==> config.mk <==
export PLATFORM = sky130hd
export DESIGN_NAME = iopin_dir_sequencer
export DESIGN_NICKNAME = d
export VERILOG_FILES = /design/src/rtl/iopin_dir_sequencer.sv
export SDC_FILE = /design/constraint.sdc
export NUM_CORES = 1
export LEC_CHECK = 0
export ABC_AREA = 1
export BUFFER_PORTS_ARGS = -buffer_cell sky130_fd_sc_hd__buf_4
export CAP_MARGIN = 10
export CORE_UTILIZATION = 45
export DETAILED_ROUTE_END_ITERATION = 16
export GPL_ROUTABILITY_DRIVEN = 1
export PLACE_DENSITY = 0.79
export SETUP_SLACK_MARGIN = 0.5
export SYNTH_ARGS = -nofsm -noshare
export SYNTH_HDL_FRONTEND = slang
export SYNTH_SLANG_ARGS = --single-unit
==> constraint.sdc <==
create_clock -name clk -period 1.21 [get_ports clk]
set_input_delay 0.121 -clock clk [delete_from_list [all_inputs] [get_ports clk]]
set_output_delay 0.121 -clock clk [all_outputs]
set_load 0.005 [all_outputs]
==> src/rtl/iopin_dir_sequencer.sv <==
// ---------------------------------------------------------------------------
// iopin_dir_sequencer
//
// Break-before-make controller for the 74LVC pin buffers (MOSI, CLOCK, MISO,
// CS, AUX). A whole-pin configuration (direction, open-drain, output level)
// arrives from the register file. It is applied so that the FPGA side (bufio,
// pin_oe) and the external buffer (bufdir) never drive the same net from both
// ends while a pin changes direction.
//
// When no pin changes direction, the new levels and open-drain selects are
// applied at once (fast path). Otherwise the block steps through these states:
//   ISOLATE : changing pins are released on the FPGA side, then wait
//   SWITCH  : buffer direction, open-drain and levels are updated
//   SETTLE  : wait for the buffer to turn around
//   ENABLE  : FPGA output enables follow the new directions
//
// Ports:
//   clk        system clock
//   rst        asynchronous, active-low reset; all pins become safe inputs
//   cfg_valid  a new configuration is offered
//   cfg_ready  the block accepts a configuration (high only in IDLE)
//   cfg_dir    requested direction per pin, 1 = output
//   cfg_od     requested open-drain enable per pin
//   cfg_dout   requested output level per pin
//   abort      synchronous emergency release of all pins
//   bufdir     buffer direction, 1 = buffer drives the pin
//   bufod      open-drain select to the buffer
//   pin_oe     the FPGA drives bufio toward the buffer
//   dout       level driven on bufio when pin_oe = 1
//   busy       a sequence is in progress
//   done       one-cycle pulse when a configuration is fully applied
//   aborted    one-cycle pulse when an abort is taken
// ---------------------------------------------------------------------------
module iopin_dir_sequencer #(
  parameter int NUM_PINS    = 5,
  parameter int DEAD_CYCLES = 4,
  parameter int CNT_WIDTH   = 8
) (
  input  logic                clk,
  input  logic                rst,
  input  logic                cfg_valid,
  output logic                cfg_ready,
  input  logic [NUM_PINS-1:0] cfg_dir,
  input  logic [NUM_PINS-1:0] cfg_od,
  input  logic [NUM_PINS-1:0] cfg_dout,
  input  logic                abort,
  output logic [NUM_PINS-1:0] bufdir,
  output logic [NUM_PINS-1:0] bufod,
  output logic [NUM_PINS-1:0] pin_oe,
  output logic [NUM_PINS-1:0] dout,
  output logic                busy,
  output logic                done,
  output logic                aborted
);

  typedef enum logic [2:0] {
    IDLE,
    ISOLATE,
    SWITCH,
    SETTLE,
    ENABLE
  } state_t;

  // The counter runs 0 .. DEAD_CYCLES-1, so each wait state lasts exactly
  // DEAD_CYCLES cycles.
  localparam logic [CNT_WIDTH-1:0] CNT_LAST = CNT_WIDTH'(DEAD_CYCLES - 1);
  localparam logic [CNT_WIDTH-1:0] CNT_MAX  = '1;

  state_t                state_q, state_d;
  logic [CNT_WIDTH-1:0]  cnt_q, cnt_d;
  logic [NUM_PINS-1:0]   bufdir_q, bufdir_d;
  logic [NUM_PINS-1:0]   bufod_q, bufod_d;
  logic [NUM_PINS-1:0]   pin_oe_q, pin_oe_d;
  logic [NUM_PINS-1:0]   dout_q, dout_d;
  logic [NUM_PINS-1:0]   tgt_dir_q, tgt_dir_d;
  logic [NUM_PINS-1:0]   tgt_od_q, tgt_od_d;
  logic [NUM_PINS-1:0]   tgt_dout_q, tgt_dout_d;
  logic                  done_q, done_d;
  logic                  aborted_q, aborted_d;
  logic [NUM_PINS-1:0]   chg;

  // Pins whose direction differs between the offered configuration and the
  // direction the buffer currently has.
  assign chg = cfg_dir ^ bufdir_q;

  always_ff @(posedge clk or negedge rst) begin
    if (!rst) begin
      state_q    <= IDLE;
      cnt_q      <= '0;
      bufdir_q   <= '0;
      bufod_q    <= '0;
      pin_oe_q   <= '0;
      dout_q     <= '0;
      tgt_dir_q  <= '0;
      tgt_od_q   <= '0;
      tgt_dout_q <= '0;
      done_q     <= 1'b0;
      aborted_q  <= 1'b0;
    end else begin
      state_q    <= state_d;
      cnt_q      <= cnt_d;
      bufdir_q   <= bufdir_d;
      bufod_q    <= bufod_d;
      pin_oe_q   <= pin_oe_d;
      dout_q     <= dout_d;
      tgt_dir_q  <= tgt_dir_d;
      tgt_od_q   <= tgt_od_d;
      tgt_dout_q <= tgt_dout_d;
      done_q     <= done_d;
      aborted_q  <= aborted_d;
    end
  end

  always_comb begin
    state_d    = state_q;
    cnt_d      = cnt_q;
    bufdir_d   = bufdir_q;
    bufod_d    = bufod_q;
    pin_oe_d   = pin_oe_q;
    dout_d     = dout_q;
    tgt_dir_d  = tgt_dir_q;
    tgt_od_d   = tgt_od_q;
    tgt_dout_d = tgt_dout_q;
    done_d     = 1'b0;
    aborted_d  = 1'b0;

    if (abort) begin
      // Emergency release. This overrides both the handshake and the
      // sequence, and it does not produce a done pulse.
      state_d   = IDLE;
      bufdir_d  = '0;
      bufod_d   = '0;
      pin_oe_d  = '0;
      dout_d    = '0;
      aborted_d = 1'b1;
    end else begin
      case (state_q)
        IDLE: begin
          if (cfg_valid) begin
            tgt_dir_d  = cfg_dir;
            tgt_od_d   = cfg_od;
            tgt_dout_d = cfg_dout;
            if (chg == '0) begin
              // No direction flips, so nothing can fight: apply at once.
              bufod_d  = cfg_od;
              dout_d   = cfg_dout;
              pin_oe_d = cfg_dir;
              done_d   = 1'b1;
            end else begin
              // Release only the pins that turn around. Unchanged pins keep
              // driving through the whole sequence.
              pin_oe_d = pin_oe_q & ~chg;
              cnt_d    = '0;
              state_d  = ISOLATE;
            end
          end
        end

        ISOLATE: begin
          if (cnt_q >= CNT_LAST) begin
            state_d = SWITCH;
          end else if (cnt_q != CNT_MAX) begin
            cnt_d = cnt_q + 1'b1;
          end
        end

        SWITCH: begin
          bufdir_d = tgt_dir_q;
          bufod_d  = tgt_od_q;
          dout_d   = tgt_dout_q;
          cnt_d    = '0;
          state_d  = SETTLE;
        end

        SETTLE: begin
          if (cnt_q >= CNT_LAST) begin
            // done is registered, so it is high for exactly the ENABLE cycle.
            state_d = ENABLE;
            done_d  = 1'b1;
          end else if (cnt_q != CNT_MAX) begin
            cnt_d = cnt_q + 1'b1;
          end
        end

        ENABLE: begin
          pin_oe_d = tgt_dir_q;
          state_d  = IDLE;
        end

        default: begin
          state_d = IDLE;
        end
      endcase
    end
  end

  assign cfg_ready = (state_q == IDLE);
  assign busy      = (state_q != IDLE);
  assign bufdir    = bufdir_q;
  assign bufod     = bufod_q;
  assign pin_oe    = pin_oe_q;
  assign dout      = dout_q;
  assign done      = done_q;
  assign aborted   = aborted_q;

  // The FPGA may only drive a pin whose buffer is also pointed outward.
  oe_implies_dir_a : assert property (@(posedge clk) disable iff (!rst)
    (pin_oe_q & ~bufdir_q) == '0);

  // The buffer direction must not flip under an active FPGA driver. Abort is
  // excluded because it releases both sides at the same edge.
  no_flip_while_driven_a : assert property (@(posedge clk) disable iff (!rst)
    !abort |-> (((bufdir_d ^ bufdir_q) & pin_oe_q) == '0));

  never_done_and_aborted_a : assert property (@(posedge clk) disable iff (!rst)
    !(done_q && aborted_q));

endmodule

# After elaboration in Yosys (flattened, before gate mapping)
# Index checks and enable logic that the tools add are counted.
# totals
ff_bits,48
inputBits,19
output_inout_bits,24
elab_cells,75
# op_classes
n_addsub,1
n_lt_le_gt_ge,1
n_eq_ne,14
mux,31
n_bitwise,4
n_reduce_logical,13
# op_table
cell,count
two-way mux 5 bit,11
two-way mux 8 bit,4
one-hot mux 5 bit (2 select lines),3
one-hot mux 8 bit (3 select lines),1
two-way mux 3 bit,5
one-hot mux 3 bit (4 select lines),1
nonzero test 3 bit,4
!= test 3 bit (second input constant),3
adder 8 x 1 -> 8 bit (second input constant),1
>= comparator 8 x 2 -> 1 bit (second input constant),1
!= test 8 bit (second input constant),1
== test 3 x 2 -> 1 bit (second input constant),2
!= test 2 bit (second input constant),3
AND reduction 3 bit,2
AND reduction 6 bit,1
bitwise AND 5 bit,1
logical NOT 5 bit,1
two-way mux 1 bit,5
inverter 5 bit,1
XOR 5 bit,1
AND reduction 4 bit,1
== test 3 x 1 -> 1 bit (second input constant),1
== test 3 bit (second input constant),1
logical NOT 3 bit,1
other kinds (8),8

# Depth between registers and ports, before layout
# logic_depth
ltp_word,7
ltp_mapped,10
ltp_nobuf,10

# Worst setup path after synthesis
# No wires, ideal clock.
# synth_path
path_kind,register to register
from,"reg bufdir_q[0], in the netlist bufdir[0]"
to,"reg bufod_q[0], in the netlist bufod[0]"
setup_time_ns,0.117
arrival_time_ns,1.256
required_time_ns,1.093
setup_slack_ns,-0.163
stages_incl_launch_ff,11
n_path_buf,0
synth_period_minus_slack_ns,1.373
path_cell_list,dfrtp_1 -> inv_1 -> nand2_1 -> nand2_1 -> nand2_1 -> nor2_4 -> nand2_4 -> nand2_4 -> nand3_2 -> nand2_1 -> nand2_1
# synth_between
elab_chain_cells,4
# synth_lines
item,line,text
from (decl),71,"logic [NUM_PINS-1:0] bufdir_q, bufdir_d;"
from (signal assigned),102,bufdir_q <= bufdir_d;
XOR 5 bit,84,assign chg = cfg_dir ^ bufdir_q;
logical NOT 5 bit,143,if (chg == '0) begin
!= test 3 x 1 -> 1 bit (no source line),-,
AND reduction 3 bit (no source line),-,
to (signal assigned),103,bufod_q <= bufod_d;
to (decl),72,"logic [NUM_PINS-1:0] bufod_q, bufod_d;"
# Every way passes these cells.
# A chain may end at the register's enable or synchronous reset.

# Worst setup path after layout
# layout_path
from,"reg bufdir_q[1], in the netlist bufdir[1]"
to,"reg dout_q[2], in the netlist dout[2]"
# layout_between
elab_chain_cells,4
# layout_lines
item,line,text
XOR 5 bit,84,
logical NOT 5 bit,143,
!= test 3 x 1 -> 1 bit (no source line),-,
AND reduction 3 bit (no source line),-,
to (signal assigned),105,dout_q <= dout_d;
to (decl),74,"logic [NUM_PINS-1:0] dout_q, dout_d;"
# Every way passes these cells.

==> results.cfg <==
[finish]
mostFrequentLayoutCell = buf_4
diodes = 0
final_cell_mix = 84 x buf_4, 83 x nand2_1, 44 x dfrtp_1, 40 x buf_6, 34 x inv_1
drive_gt1_frac = 0.479
nets = 472
area_growth_pct = 67.7

[clocking]
cts_sinks = 48
h-tree-depth = 2
cts_buffer_depth = 2
cts_buffers = 5
clkLatencyLatePin_ns = 0.31
cts_tree = done
cts.clk_slew.worst_paths_ns = 0.10
cts_root_buf = clkbuf_8

[worst_setup_path]
r2r-end = dout[2]
path_max_fanout = 5
arrival_ns = 1.75
reg2reg_slack_ns = -0.35
cp.required_ns = 1.40
end_kind = register
startpoint_type = register
ff2ff_path_depth = 10
timing.rr.start = bufdir[1]
setup.worst_path.class = reg -> reg

[synth]
ys.warnings.count = 0
yosys.area.top_type = dfrtp_1
synthAdderAreaFrac = 0.00507
synth_compound_area_frac = 0.0771
postSynthCellCount = 319
ys_types = 25
synthSimpleGateAreaFrac = 0.337
ys_seq_elements = 48
avgSynthCellArea_um2 = 7.73
syn-cell-area_mm2 = 0.00247
synth_nets = 339
synthTopCellsByArea = dfrtp_1 49%, nand2_1 15%, inv_1 6.2%
seq_area_frac_synth = 0.487
synth_mux_area_frac = 0
synth_top_family_by_area = simple AND/OR/NAND/NOR gates
netlist.area_leader.share = 0.487
synth_xor_area_frac = 0

[die]
rows = 26
die_w_um = 76.0
ioPinCount = 43
coreArea_mm2 = 0.00520
die_h_um = 76.0
die_area_mm2 = 0.00578
start_util = 0.474

[grt]
grt_max_degree = 26
grt_pass1_wl_mm = 12.2
antenna_found_initial = 0
grt_pass1_vias = 2702
grt_overflow = 0
grt_util_all_layers = 0.269

[timing]
rsz0062_at_grt = yes
setup_ws_ns = -0.349
timing.hold.ws_ns = -0.307
tightest_slew_ns = 0.389
timing.final.crit_share = 1.29
finalMaxSlewViolations = 0
hold_viol = 46
max_freq_ghz = 0.641
skew_ns = 0.00814
timing.final.crit_period_ns = 1.56
setup_viol = 49
max_slew_margin = 0.740

[route]
vias_per_cell = 5.57
ant_nets = 0
dr.pass1.iters = 5
vias = 2914
drt_iter0_markers = 333
drt_wl_total_mm = 9.05
drc = 0
wire_per_inst_um = 17.3

[placed_design]
dpl_worst_slack_ns = -0.227
routabilityCongestion = 0.882
io_buffers = 42
post-dp-hpwl_mm = 4.51

[pwr]
total_leakage_power_nw = 2.18
power.density_mw_per_mm2 = 1750
p_total_mw = 7.25
vdd_drop_max_mv = 1.39

[status]
status = finished, violations left
violations = negative hold slack, negative setup slack

[run]
maxCapViolations = 0

[hold_path]
hp-class = in -> async
==> through the flow <==
stage	hold WS (ns)	TNS, ns	cell area [um^2]	util	std cells
floorplan	-0.175	-2.39	2530	-	319
detailed placement	0.0431	-6.31	3310	0.635	474
global placement	0.0401	-4.43	3310	0.635	474
global route	-0.275	-14.04	4140	0.795	523
finish	-0.307	-10.50	4140	0.795	523
CTS	-0.287	-7.85	3860	0.741	510
==> cell usage after synthesis (all sizes together) <==
library cell / count
nor2: 24
inv: 47
o22ai: 4
clkbuf: 1
a21oi: 5
nand2: 107
nand3: 33
dfrtp: 48
nand4: 12
buf: 8
ha: 1
nor3: 1
o21ai: 28
==> flip-flops by register name, summed over array words and instances (netlist names) <==
name	cells
aborted	1
pin_oe	5
done	1
tgt_dout_q	5
tgt_dir_q	5
bufdir	5
cnt_q	8
bufod	5
state_q	3
dout	5
tgt_od_q	5
==> layer usage <==
| metal | up-vias | wire [um] | GRT usage |
|---|---|---|---|
| met3 | 60 | 586 | 0.0503 |
| met1 | 1386 | 3410 | 0.312 |
| met4 | 0 | 542 | 0.144 |
| met2 | 176 | 4510 | 0.471 |
| li1 | 1292 | - | - |
| met5 | - | 0 | 0 |
==> where the power goes <==
part           total [mW]  switching [mW]  internal (mW)  leakage, nW
registers            2.47           0.396           2.08        0.626
logic                3.52            1.71           1.81         1.49
clock network        1.26           0.582          0.677       0.0614
==> timing repair <==
item                                   4_1_cts  5_1_grt
buffers inserted                            23       12
endpoints found under the hold margin       25       25
hold buffers                                 1        1
pin swaps                                   20       14
setup endpoints to repair                   71       71
gates resized for setup                     54       46
gates cloned                                 4        0
==> worst max-delay path by stage <==
stage | start | end | slack [ns] | cells past startpoint
floorplan | state_q[1] | cnt_q[0] | -0.10 | 10
global placement | bufdir[0] | dout[0] | -0.17 | 10
CTS | state_q[0] | busy | -0.23 | 6
finish | bufdir[1] | dout[2] | -0.35 | 10
detailed placement | bufdir[0] | dout[0] | -0.23 | 10
global route | bufdir[1] | dout[3] | -0.41 | 10
==> cell families (layout without fill, tap and decap cells) <==
group	Yosys count	in the layout
simple gates	177	180
flops	48	48
compound gates	37	37
buf+inv	56	187
fa+ha+maj	1	1
==> critical path, cell delays in order, from the launching register on <==
cell and delay, ns:
dfrtp_1 0.43, inv_2 0.08, nand2_2 0.06, nand2_2 0.09, nand2_2 0.07, nor2_4 0.20, nand2_4 0.11, nand2_8 0.12
nand3_4 0.11, nand2_1 0.09, nand2_1 0.08
==> area by class of cell <==
| class | count | area (um^2) |
|---|---|---|
| clock buffer | 6 | 82.6 |
| clock inverter | 2 | 38.8 |
| fill | 305 | 1070 |
| inverter | 47 | 186 |
| multi-input combinational | 218 | 1310 |
| sequential | 48 | 1210 |
| tap | 70 | 87.6 |
| timing repair buffer | 132 | 1230 |
Note: power is estimated with default switching activity, not from simulation.
